<file path="config.mk">
export PLATFORM = sky130hd
export DESIGN_NAME = clock_core
export DESIGN_NICKNAME = d
export VERILOG_FILES = /design/src/rtl/clock_pkg.sv /design/src/rtl/bcd_counter2.sv /design/src/rtl/clock_core.sv
export SDC_FILE = /design/constraint.sdc
export NUM_CORES = 1
export LEC_CHECK = 0
export CORE_UTILIZATION = 55
export DETAILED_ROUTE_END_ITERATION = 8
export PLACE_DENSITY_LB_ADDON = 0.25
export SYNTH_ARGS = -nofsm -noshare
export SYNTH_HDL_FRONTEND = slang
export SYNTH_SLANG_ARGS = --single-unit
</file>
<file path="constraint.sdc">
create_clock -name clk -period 2.9 [get_ports clk]
set_clock_uncertainty 0.2 [all_clocks]
set_input_delay 0.725 -clock clk [delete_from_list [all_inputs] [get_ports clk]]
set_output_delay 0.725 -clock clk [all_outputs]
set_load 0.02 [all_outputs]
</file>
<file path="src/rtl/clock_pkg.sv">
// rtl/clock_pkg.sv - shared types and constants for the clock_core timekeeping block
package clock_pkg;

    typedef enum logic [1:0] {
        RUN    = 2'd0,
        SET_HH = 2'd1,
        SET_MM = 2'd2,
        SET_SS = 2'd3
    } mode_e;

    localparam logic [1:0] BLINK_HH   = 2'b00;
    localparam logic [1:0] BLINK_MM   = 2'b01;
    localparam logic [1:0] BLINK_SS   = 2'b10;
    localparam logic [1:0] BLINK_NONE = 2'b11;

    localparam logic [7:0] HH_MAX = 8'h23;
    localparam logic [7:0] MS_MAX = 8'h59;

    function automatic logic [1:0] blink_of(input mode_e m);
        case (m)
            SET_HH:  blink_of = BLINK_HH;
            SET_MM:  blink_of = BLINK_MM;
            SET_SS:  blink_of = BLINK_SS;
            default: blink_of = BLINK_NONE;
        endcase
    endfunction

endpackage

</file>
<file path="src/rtl/bcd_counter2.sv">
// rtl/bcd_counter2.sv - two-digit BCD up/down register with wrap at a programmable maximum
module bcd_counter2 (
    input  logic       clk,
    input  logic       rst_n,
    input  logic [7:0] max_val,
    input  logic       inc,
    input  logic       dec,
    input  logic       clear,
    output logic [7:0] value,
    output logic       carry_out
);

    logic [7:0] value_next;

    // Priority clear > inc > dec; the owner keeps inc and dec exclusive.
    always_comb begin
        value_next = value;
        if (clear) begin
            value_next = 8'h00;
        end else if (inc) begin
            if (value == max_val)
                value_next = 8'h00;
            else if (value[3:0] == 4'd9)
                value_next = {value[7:4] + 4'd1, 4'd0};
            else
                value_next = {value[7:4], value[3:0] + 4'd1};
        end else if (dec) begin
            if (value == 8'h00)
                value_next = max_val;
            else if (value[3:0] == 4'd0)
                value_next = {value[7:4] - 4'd1, 4'd9};
            else
                value_next = {value[7:4], value[3:0] - 4'd1};
        end
    end

    assign carry_out = inc && !clear && (value == max_val);

    always_ff @(posedge clk) begin
        if (!rst_n)
            value <= 8'h00;
        else
            value <= value_next;
    end

endmodule

</file>
<file path="src/rtl/clock_core.sv">
// rtl/clock_core.sv - HH:MM:SS timekeeping and set-mode controller; CLOCK_SS_ZERO_EN makes SET_SS inc/dec zero the seconds
module clock_core
    import clock_pkg::*;
#(
    parameter int CLK_HZ = 50_000_000
) (
    input  logic       clk,
    input  logic       rst_n,
    input  logic       btn_mode,
    input  logic       btn_inc,
    input  logic       btn_dec,
    output logic [7:0] hh,
    output logic [7:0] mm,
    output logic [7:0] ss,
    output logic       blink_en,
    output logic [1:0] blink_sel
);

    localparam int PW = $clog2(CLK_HZ);
    localparam int BW = $clog2(CLK_HZ / 4);
    localparam logic [PW-1:0] PRESC_MAX = PW'(CLK_HZ - 1);
    localparam logic [BW-1:0] BLINK_MAX = BW'(CLK_HZ / 4 - 1);

    mode_e         mode, mode_next;
    logic [1:0]    blink_sel_next;
    logic [PW-1:0] presc;
    logic [BW-1:0] blink_cnt;
    logic          running, tick, inc_ok, dec_ok;
    logic          ss_inc, ss_dec, ss_clr, ss_carry;
    logic          mm_inc, mm_dec, mm_carry;
    logic          hh_inc, hh_dec;

    assign running = (mode == RUN);
    assign tick    = running && (presc == PRESC_MAX);
    // Mode press and simultaneous inc+dec both suppress field edits.
    assign inc_ok  = !running && btn_inc && !btn_dec && !btn_mode;
    assign dec_ok  = !running && btn_dec && !btn_inc && !btn_mode;

    always_comb begin
        mode_next = mode;
        if (btn_mode) begin
            case (mode)
                RUN:     mode_next = SET_HH;
                SET_HH:  mode_next = SET_MM;
                SET_MM:  mode_next = SET_SS;
                default: mode_next = RUN;
            endcase
        end
        blink_sel_next = blink_of(mode_next);
    end

    always_ff @(posedge clk) begin
        if (!rst_n) begin
            mode      <= RUN;
            blink_sel <= BLINK_NONE;
        end else begin
            mode      <= mode_next;
            blink_sel <= blink_sel_next;
        end
    end

`ifdef CLOCK_SS_ZERO_EN
    assign ss_clr = (mode == SET_SS) && (inc_ok || dec_ok);
    assign ss_inc = tick;
    assign ss_dec = 1'b0;
`else
    assign ss_clr = 1'b0;
    assign ss_inc = tick || ((mode == SET_SS) && inc_ok);
    assign ss_dec = (mode == SET_SS) && dec_ok;
`endif

    // Carries only ripple while running; edits never touch neighbouring fields.
    assign mm_inc = (running && ss_carry) || ((mode == SET_MM) && inc_ok);
    assign mm_dec = (mode == SET_MM) && dec_ok;
    assign hh_inc = (running && mm_carry) || ((mode == SET_HH) && inc_ok);
    assign hh_dec = (mode == SET_HH) && dec_ok;

    always_ff @(posedge clk) begin
        if (!rst_n)
            presc <= '0;
        else if ((mode == SET_SS && mode_next == RUN) || ss_clr)
            presc <= '0;
        else if (running)
            presc <= tick ? '0 : presc + 1'b1;
    end

    always_ff @(posedge clk) begin
        if (!rst_n || btn_mode || mode_next == RUN) begin
            blink_cnt <= '0;
            blink_en  <= 1'b0;
        end else if (blink_cnt == BLINK_MAX) begin
            blink_cnt <= '0;
            blink_en  <= !blink_en;
        end else begin
            blink_cnt <= blink_cnt + 1'b1;
        end
    end

    bcd_counter2 u_ss (
        .clk(clk), .rst_n(rst_n), .max_val(MS_MAX),
        .inc(ss_inc), .dec(ss_dec), .clear(ss_clr),
        .value(ss), .carry_out(ss_carry)
    );

    bcd_counter2 u_mm (
        .clk(clk), .rst_n(rst_n), .max_val(MS_MAX),
        .inc(mm_inc), .dec(mm_dec), .clear(1'b0),
        .value(mm), .carry_out(mm_carry)
    );

    bcd_counter2 u_hh (
        .clk(clk), .rst_n(rst_n), .max_val(HH_MAX),
        .inc(hh_inc), .dec(hh_dec), .clear(1'b0),
        .value(hh), .carry_out()
    );

endmodule

</file>
==> out/metrics.yaml, run 1 <==
status:
  status: "complete, no violations"
final_layout:
  nFillCells: 706
  diodes: 0
  fin_nets: 660
  syn_to_final_growth_pct: 18.11
  design_area_sq_um: 5557
  drive_gt1_frac: 0.1171
  fin_util: 0.6729
  stdcell_count: 737
timing:
  slew_headroom: 0.6999
  tightestPinTransition_ns: 0.4467
  setup_viol: 0
  hold_viol: 0
  drv_slew: 0
  fin_crit_sh: 0.9248
  fin_setup_tns_ns: 0
  rsz0062_at_grt: "false"
  min_period_ns: 2.682
  fmax_mhz: 372.9
clock_network:
  cts_resized: 0
  clkTransAtPathRegs_ns: 0.08
  clock-sinks: 79
  cts_root_buffer: "clkbuf_8"
  hold_buffers: 0
  clk_latency_ns: 0.35
  clk_path_buf_depth: 2
  cts_buffers: 9
  tritoncts: "yes"
  h-tree-depth: 3
  post-cts-setup-buffer-count: 0
setup_path:
  r2r_setup_slack_ns: 0.22
  cp_cell_sequence: "inv_1 -> ha_2 -> buf_4 -> nor2_1 -> nand2_1 -> o21ai_0 -> ha_1 -> or3_1 -> or2_2 -> nor2_1"
  slowest_stage: "or2_2"
  cp_num_buf_inv: 2
  cpPeakStageDelay_ns: 0.49
  r2r-end: "blink_cnt[2]$_SDFF_PP0_"
  endpoint_kind: "register"
  cp.required_ns: 2.98
  path_delay_family: "simple AND/OR/NAND/NOR gates"
  reg2reg_from: "mode[0]$_SDFF_PN0_"
  crit_top_cell: "nor2_1"
  r2r_cells: 10
  critical_path.startpoint_type: "register"
  critPathArrivalTime_ns: 2.77
  crit_fanout: 23
  worstSetupPathType: "reg -> reg"
power_and_ir_drop:
  p_per_area_nw_per_um2: 397.6
  p_leak_nw: 2.106
  internal_power_w: 0.001648
  swShare: 0.2542
  pwr-share-clk: 0.398
  p_comb_frac: 0.094
  pwr-share-seq: 0.508
  p_sw_w: 0.0005616
  vdd_drop_max_v: 0.0002740
floorplan:
  die_h_microns: 94.49
  row_count: 33
  io_pins: 32
  chipWidth_microns: 94.49
  core_area_sq_um: 8258
  initial_core_util: 0.5697
  dieArea_sq_um: 8927
synth:
  synth_area_sq_um: 4705
  synth_top_area_share: 0.3362
  synth.most_common_cell: "nor2_1"
  yosysTopAreaCell: "dfxtp_1"
  yosysSeqAreaShare: 0.3362
  synthCells: 572
  synth_area_leaders: "dfxtp_1 (34%), ha_1 (7.4%), nor2_1 (7.3%)"
  synthesis.nets: 605
  ys_ff_latch: 79
  avgSynthCellArea_sq_um: 8.225
  netlist_top_cells_count: "nor2_1 (92), dfxtp_1 (79), nand2_1 (49)"
  synth_edf_count: 0
  synthFlopType: "dfxtp_1"
  synth_cell_types: 72
  async_flop_share: 0
  ys_warn_count: 0
route:
  vias_per_cell: 5.678
  wl_microns: 10320
  drc: 0
  routed-via-count: 4185
  drt-wirelength-per-cell_microns: 14.00
  detail-route-antenna-nets: 0
  drt_iter0_markers: 162
  dr.pass1.iters: 4
global_routing:
  grt_pass1_wl_microns: 17660
  antenna_found_initial: 0
  grt_max_degree: 24
  grt_usage: 0.2466
  first_global_vias: 3924
  grt.overflow.total: 0
hold_path:
  min_path_cells: 1
  min-delay-start: "blink_cnt[0]$_SDFF_PP0_"
  min_path_type: "reg -> reg"
  holdPathEnd: "blink_cnt[0]$_SDFF_PP0_"
placement:
  port_buffers: 31
  place_inst: 721
  globalplace.congestion: 0.8590
  place_area_sq_um: 5338
  dp_hpwl_microns: 7377
job:
  max_cap_viol_count: 0
[flip-flops by register name, summed over array words and instances, names as in the netlist]
signal / count
blink_cnt: 24
u_mm.value: 8
u_ss.value: 8
presc: 26
blink_en: 1
blink_sel: 2
u_hh.value: 8
mode: 2
[power by group through the flow]
stage	Combinational, W	Clock [W]	Sequential [W]
2_1_floorplan	0.000118	0	0.00115
3_3_place_gp	0.000199	0	0.00115
3_5_place_dp	0.000204	0	0.00115
4_1_cts	0.000205	0.000903	0.00112
5_1_grt	0.000229	0.000951	0.00112
6_report	0.000208	0.000880	0.00112
[area by class of cell]
| class | instances | area [sq um] | share of cell area |
|---|---|---|---|
| Multi-Input combinational cell | 445 | 2935 | 0.5283 |
| Sequential cell | 79 | 1582 | 0.2846 |
| Timing Repair Buffer | 65 | 590.6 | 0.1063 |
| Clock buffer | 11 | 151.4 | 0.02725 |
| Tap cell | 105 | 131.4 | 0.02364 |
| Inverter | 27 | 101.3 | 0.01824 |
| Clock inverter | 5 | 65.06 | 0.01171 |
[metal layers]
layer  part of all wire  global-route usage  vias up
li1                   -                   -     2117
met1               0.46              0.3095     1979
met2               0.49              0.4257       77
met3              0.040             0.05475       12
met4              0.010             0.06439        0
met5                  0                   0        -
[worst max-delay path by stage]
| stage | startpoint | endpoint | slack, ns | cells past startpoint |
|---|---|---|---|---|
| 3_5_place_dp | btn_mode | blink_cnt[13]$_SDFF_PP0_ | -0.11 | 7 |
| 5_1_grt | mode[0]$_SDFF_PN0_ | blink_cnt[3]$_SDFF_PP0_ | 0.03 | 10 |
| 6_report | mode[0]$_SDFF_PN0_ | blink_cnt[2]$_SDFF_PP0_ | 0.22 | 10 |
| 2_1_floorplan | mode[0]$_SDFF_PN0_ | blink_cnt[10]$_SDFF_PP0_ | 0.29 | 12 |
| 4_1_cts | mode[0]$_SDFF_PN0_ | blink_cnt[2]$_SDFF_PP0_ | 0.12 | 10 |
| 3_3_place_gp | btn_mode | blink_cnt[23]$_SDFF_PP0_ | -0.06 | 7 |
[placed cells by master (no fill, tap or decap), types with 3 or more instances in the layout]
| master | n |
|---|---|
| o22ai_1 | 4 |
| or3_1 | 5 |
| xor2_1 | 28 |
| ha_1 | 27 |
| nand4_1 | 16 |
| or2_2 | 4 |
| o211ai_1 | 5 |
| and4_1 | 3 |
| or4_1 | 3 |
| a22oi_1 | 3 |
| a21oi_1 | 13 |
| buf_4 | 32 |
| nand2_1 | 49 |
| nand2b_1 | 5 |
| o21ai_0 | 15 |
| nor2_1 | 92 |
| inv_1 | 27 |
| nor3b_1 | 4 |
| o31a_1 | 3 |
| mux2i_1 | 3 |
| dfxtp_1 | 79 |
| nor3_1 | 16 |
| and3_1 | 7 |
| a211oi_1 | 7 |
| nand3_1 | 37 |
| xnor2_1 | 25 |
| a31oi_1 | 6 |
| clkbuf_8 | 11 |
| o311a_1 | 3 |
| nor4_1 | 4 |
| clkdlybuf4s50_1 | 31 |
| and2_1 | 8 |
[logic make-up after synthesis]
kind of cell | count (synthesis) | share of synthesized area
AO/OA/AOI/OAI | 86 | 0.1346
XOR/XNOR | 53 | 0.09867
adder cells (fa/ha/maj) | 28 | 0.07447
buffers and inverters | 48 | 0.04043
flip-flops | 79 | 0.3362
multiplexers | 6 | 0.01436
AND/OR/NAND/NOR | 272 | 0.3013
[metrics by stage]
stage          hold WS, ns  power (W)  worst slack (ns)
3_5_place_dp        0.2494   0.001351           -0.1127
6_report            0.2692   0.002209            0.2181
5_1_grt             0.2965   0.002305           0.02839
3_3_place_gp        0.2391   0.001345          -0.05754
2_1_floorplan       0.2258   0.001270            0.2948
4_1_cts             0.2690   0.002230            0.1249
(Power assumes the default switching activity.)
==> run 2: changes to the inputs <==
Settings changed: CORE_MARGIN from default to 5.
==> run 2 against run 1 <==
Against the previous run:
- highest routed layer unchanged
- clock-buffer cell count is the same
- clock power grew 5.6%
- core utilization grew 0.12 points
- sequential power is essentially flat
- hold slack gained 0.0014 ns
- critical path depth shrank 3
- critical path type is now in -> reg
- first-iteration DRC count grew 13%
- design area grew 0.18%
==> out/metrics.yaml, run 2 (synthesized netlist as in run 1, its figures left out) <==
status:
  status: "complete, no violations"
route:
  routed.top_layer: "met4"
  drc: 0
  dr.pass1.iters: 5
  routed-via-count: 4208
  wl_met1_microns: 4869
  detail-route-antenna-nets: 0
  wl_met3_microns: 452
  vias_per_cell: 5.710
  wl_microns: 10280
  drt_iter0_markers: 183
  drt-wirelength-per-cell_microns: 13.95
  wl_met2_microns: 4826
floorplan:
  row_count: 33
  chipWidth_microns: 102.5
  core_area_sq_um: 8258
  die_h_microns: 102.5
  dieArea_sq_um: 10500
  io_pins: 32
  initial_core_util: 0.5697
final_layout:
  largestRegisters: "presc: 26 flops, blink_cnt: 24 flops"
  fin_util: 0.6741
  syn_to_final_growth_pct: 18.32
  nFillCells: 677
  diodes: 0
  drive_gt1_frac: 0.1155
  top_register: "presc"
  final_cell_mix: "nor2_1 (92), dfxtp_1 (79), nand2_1 (49)"
  largest_reg_flops: 26
  fin_nets: 661
  multi_input_area_sq_um: 2935
  final_common_cell: "nor2_1"
  seq_area_sq_um: 1582
setup_path:
  endpoint_kind: "register"
  cp_cell_sequence: "clkdlybuf4s50_1 -> buf_4 -> mux2i_1 -> ha_1 -> or3_1 -> or2_2 -> nor2_1"
  slowest_stage: "clkdlybuf4s50_1"
  path_delay_family: "simple AND/OR/NAND/NOR gates"
  critPathArrivalTime_ns: 2.77
  worstSetupPathType: "in -> reg"
  crit_fanout: 23
  critical_path.startpoint_type: "primary input"
  cp_num_buf_inv: 2
  cp.required_ns: 3.00
  cpPeakStageDelay_ns: 0.50
global_routing:
  antenna_found_initial: 0
  first_global_vias: 4012
  grt_max_degree: 24
  grt_pass1_wl_microns: 18000
  grt.overflow.total: 0
  grt_usage: 0.2104
job:
  max_cap_viol_count: 0
timing:
  slew_headroom: 0.7165
  fin_crit_sh: 0.9223
  hold_viol: 0
  tightestPinTransition_ns: 0.4244
  setup_viol: 0
  fin_setup_tns_ns: 0
  rsz0062_at_grt: "false"
  fmax_mhz: 373.9
  drv_slew: 0
  min_period_ns: 2.675
placement:
  globalplace.congestion: 0.8607
  dp_hpwl_microns: 7470
  port_buffers: 31
power_and_ir_drop:
  pwr-share-clk: 0.411
  p_sw_w: 0.0005538
  p_per_area_nw_per_um2: 406.3
  vdd_drop_max_v: 0.0002035
  internal_power_w: 0.001708
  pwr-share-seq: 0.496
  p_comb_frac: 0.093
  swShare: 0.2448
  p_leak_nw: 2.123
clock_network:
  cts_root_buffer: "clkbuf_8"
  clock-sinks: 79
  clk_latency_ns: 0.36
  cts_buffers: 9
  clkTransAtPathRegs_ns: 0.08
  h-tree-depth: 3
  clk_path_buf_depth: 2
  tritoncts: "yes"
  cts_resized: 0
  hold_buffers: 0
  post-cts-setup-buffer-count: 0
hold_path:
  min_path_type: "reg -> reg"
-- run 2: cell count changes in the layout (fill, tap and decap cells not counted) --
cell	delta
clkinvlp_4	-2
inv_6	+2
buf_4	+1
bufinv_16	+1
clkbuf_1	+1
clkbuf_8	-1
clkinv_4	-1
inv_8	-1
-- run 2: worst paths after layout --
kind,from,endpoint,slack (ns),cells after the start
worst max-delay path,btn_mode,blink_cnt[7]$_SDFF_PP0_,0.23,7
worst min-delay path,blink_cnt[0]$_SDFF_PP0_,blink_cnt[0]$_SDFF_PP0_,0.27,1
worst max register to register,mode[1]$_SDFF_PN0_,blink_cnt[7]$_SDFF_PP0_,0.24,10
worst min register to register,blink_cnt[0]$_SDFF_PP0_,blink_cnt[0]$_SDFF_PP0_,0.27,1
-- run 2: through the flow --
stage | power (W) | cells | setup slack, ns | hold slack, ns | instance area (sq um)
after floorplan | 0.001270 | 572 | 0.2948 | 0.2258 | 4705
after global placement | 0.001349 | 722 | -0.04865 | 0.2371 | 5345
after detailed placement | 0.001356 | 722 | -0.1611 | 0.2616 | 5345
after CTS | 0.002278 | 737 | 0.1513 | 0.2816 | 5564
after global routing | 0.002356 | 737 | 0.04376 | 0.2995 | 5567
final | 0.002262 | 737 | 0.2254 | 0.2706 | 5567
-- run 2: final cells by class --
type / instances / share of cell area
multi-input combinational: 445 / 0.5273
inverter: 27 / 0.01821
timing repair buffer: 66 / 0.1074
sequential: 79 / 0.2841
clock inverter: 4 / 0.01394
tap: 105 / 0.02360
clock buffer: 11 / 0.02540
-- run 2: power by group through the flow --
stage | clock network [W] | registers, W | logic, W
2_1_floorplan | 0 | 0.00115 | 0.000118
3_3_place_gp | 0 | 0.00115 | 0.000203
3_5_place_dp | 0 | 0.00115 | 0.000209
4_1_cts | 0.000946 | 0.00112 | 0.000210
5_1_grt | 0.000998 | 0.00113 | 0.000233
6_report | 0.000929 | 0.00112 | 0.000211
-- run 2: per-layer routing --
metal / GRT usage / up-vias
li1: - / 2118
met1: 0.2736 / 1985
met2: 0.3530 / 87
met3: 0.04300 / 18
met4: 0.05954 / 0
met5: 0 / -
==> run 3: changes to the inputs <==
Settings changed: CAP_MARGIN from default to 20.
==> results of run 3 <==
Same layout as run 2: the final DEF is identical, and so are final timing and power.
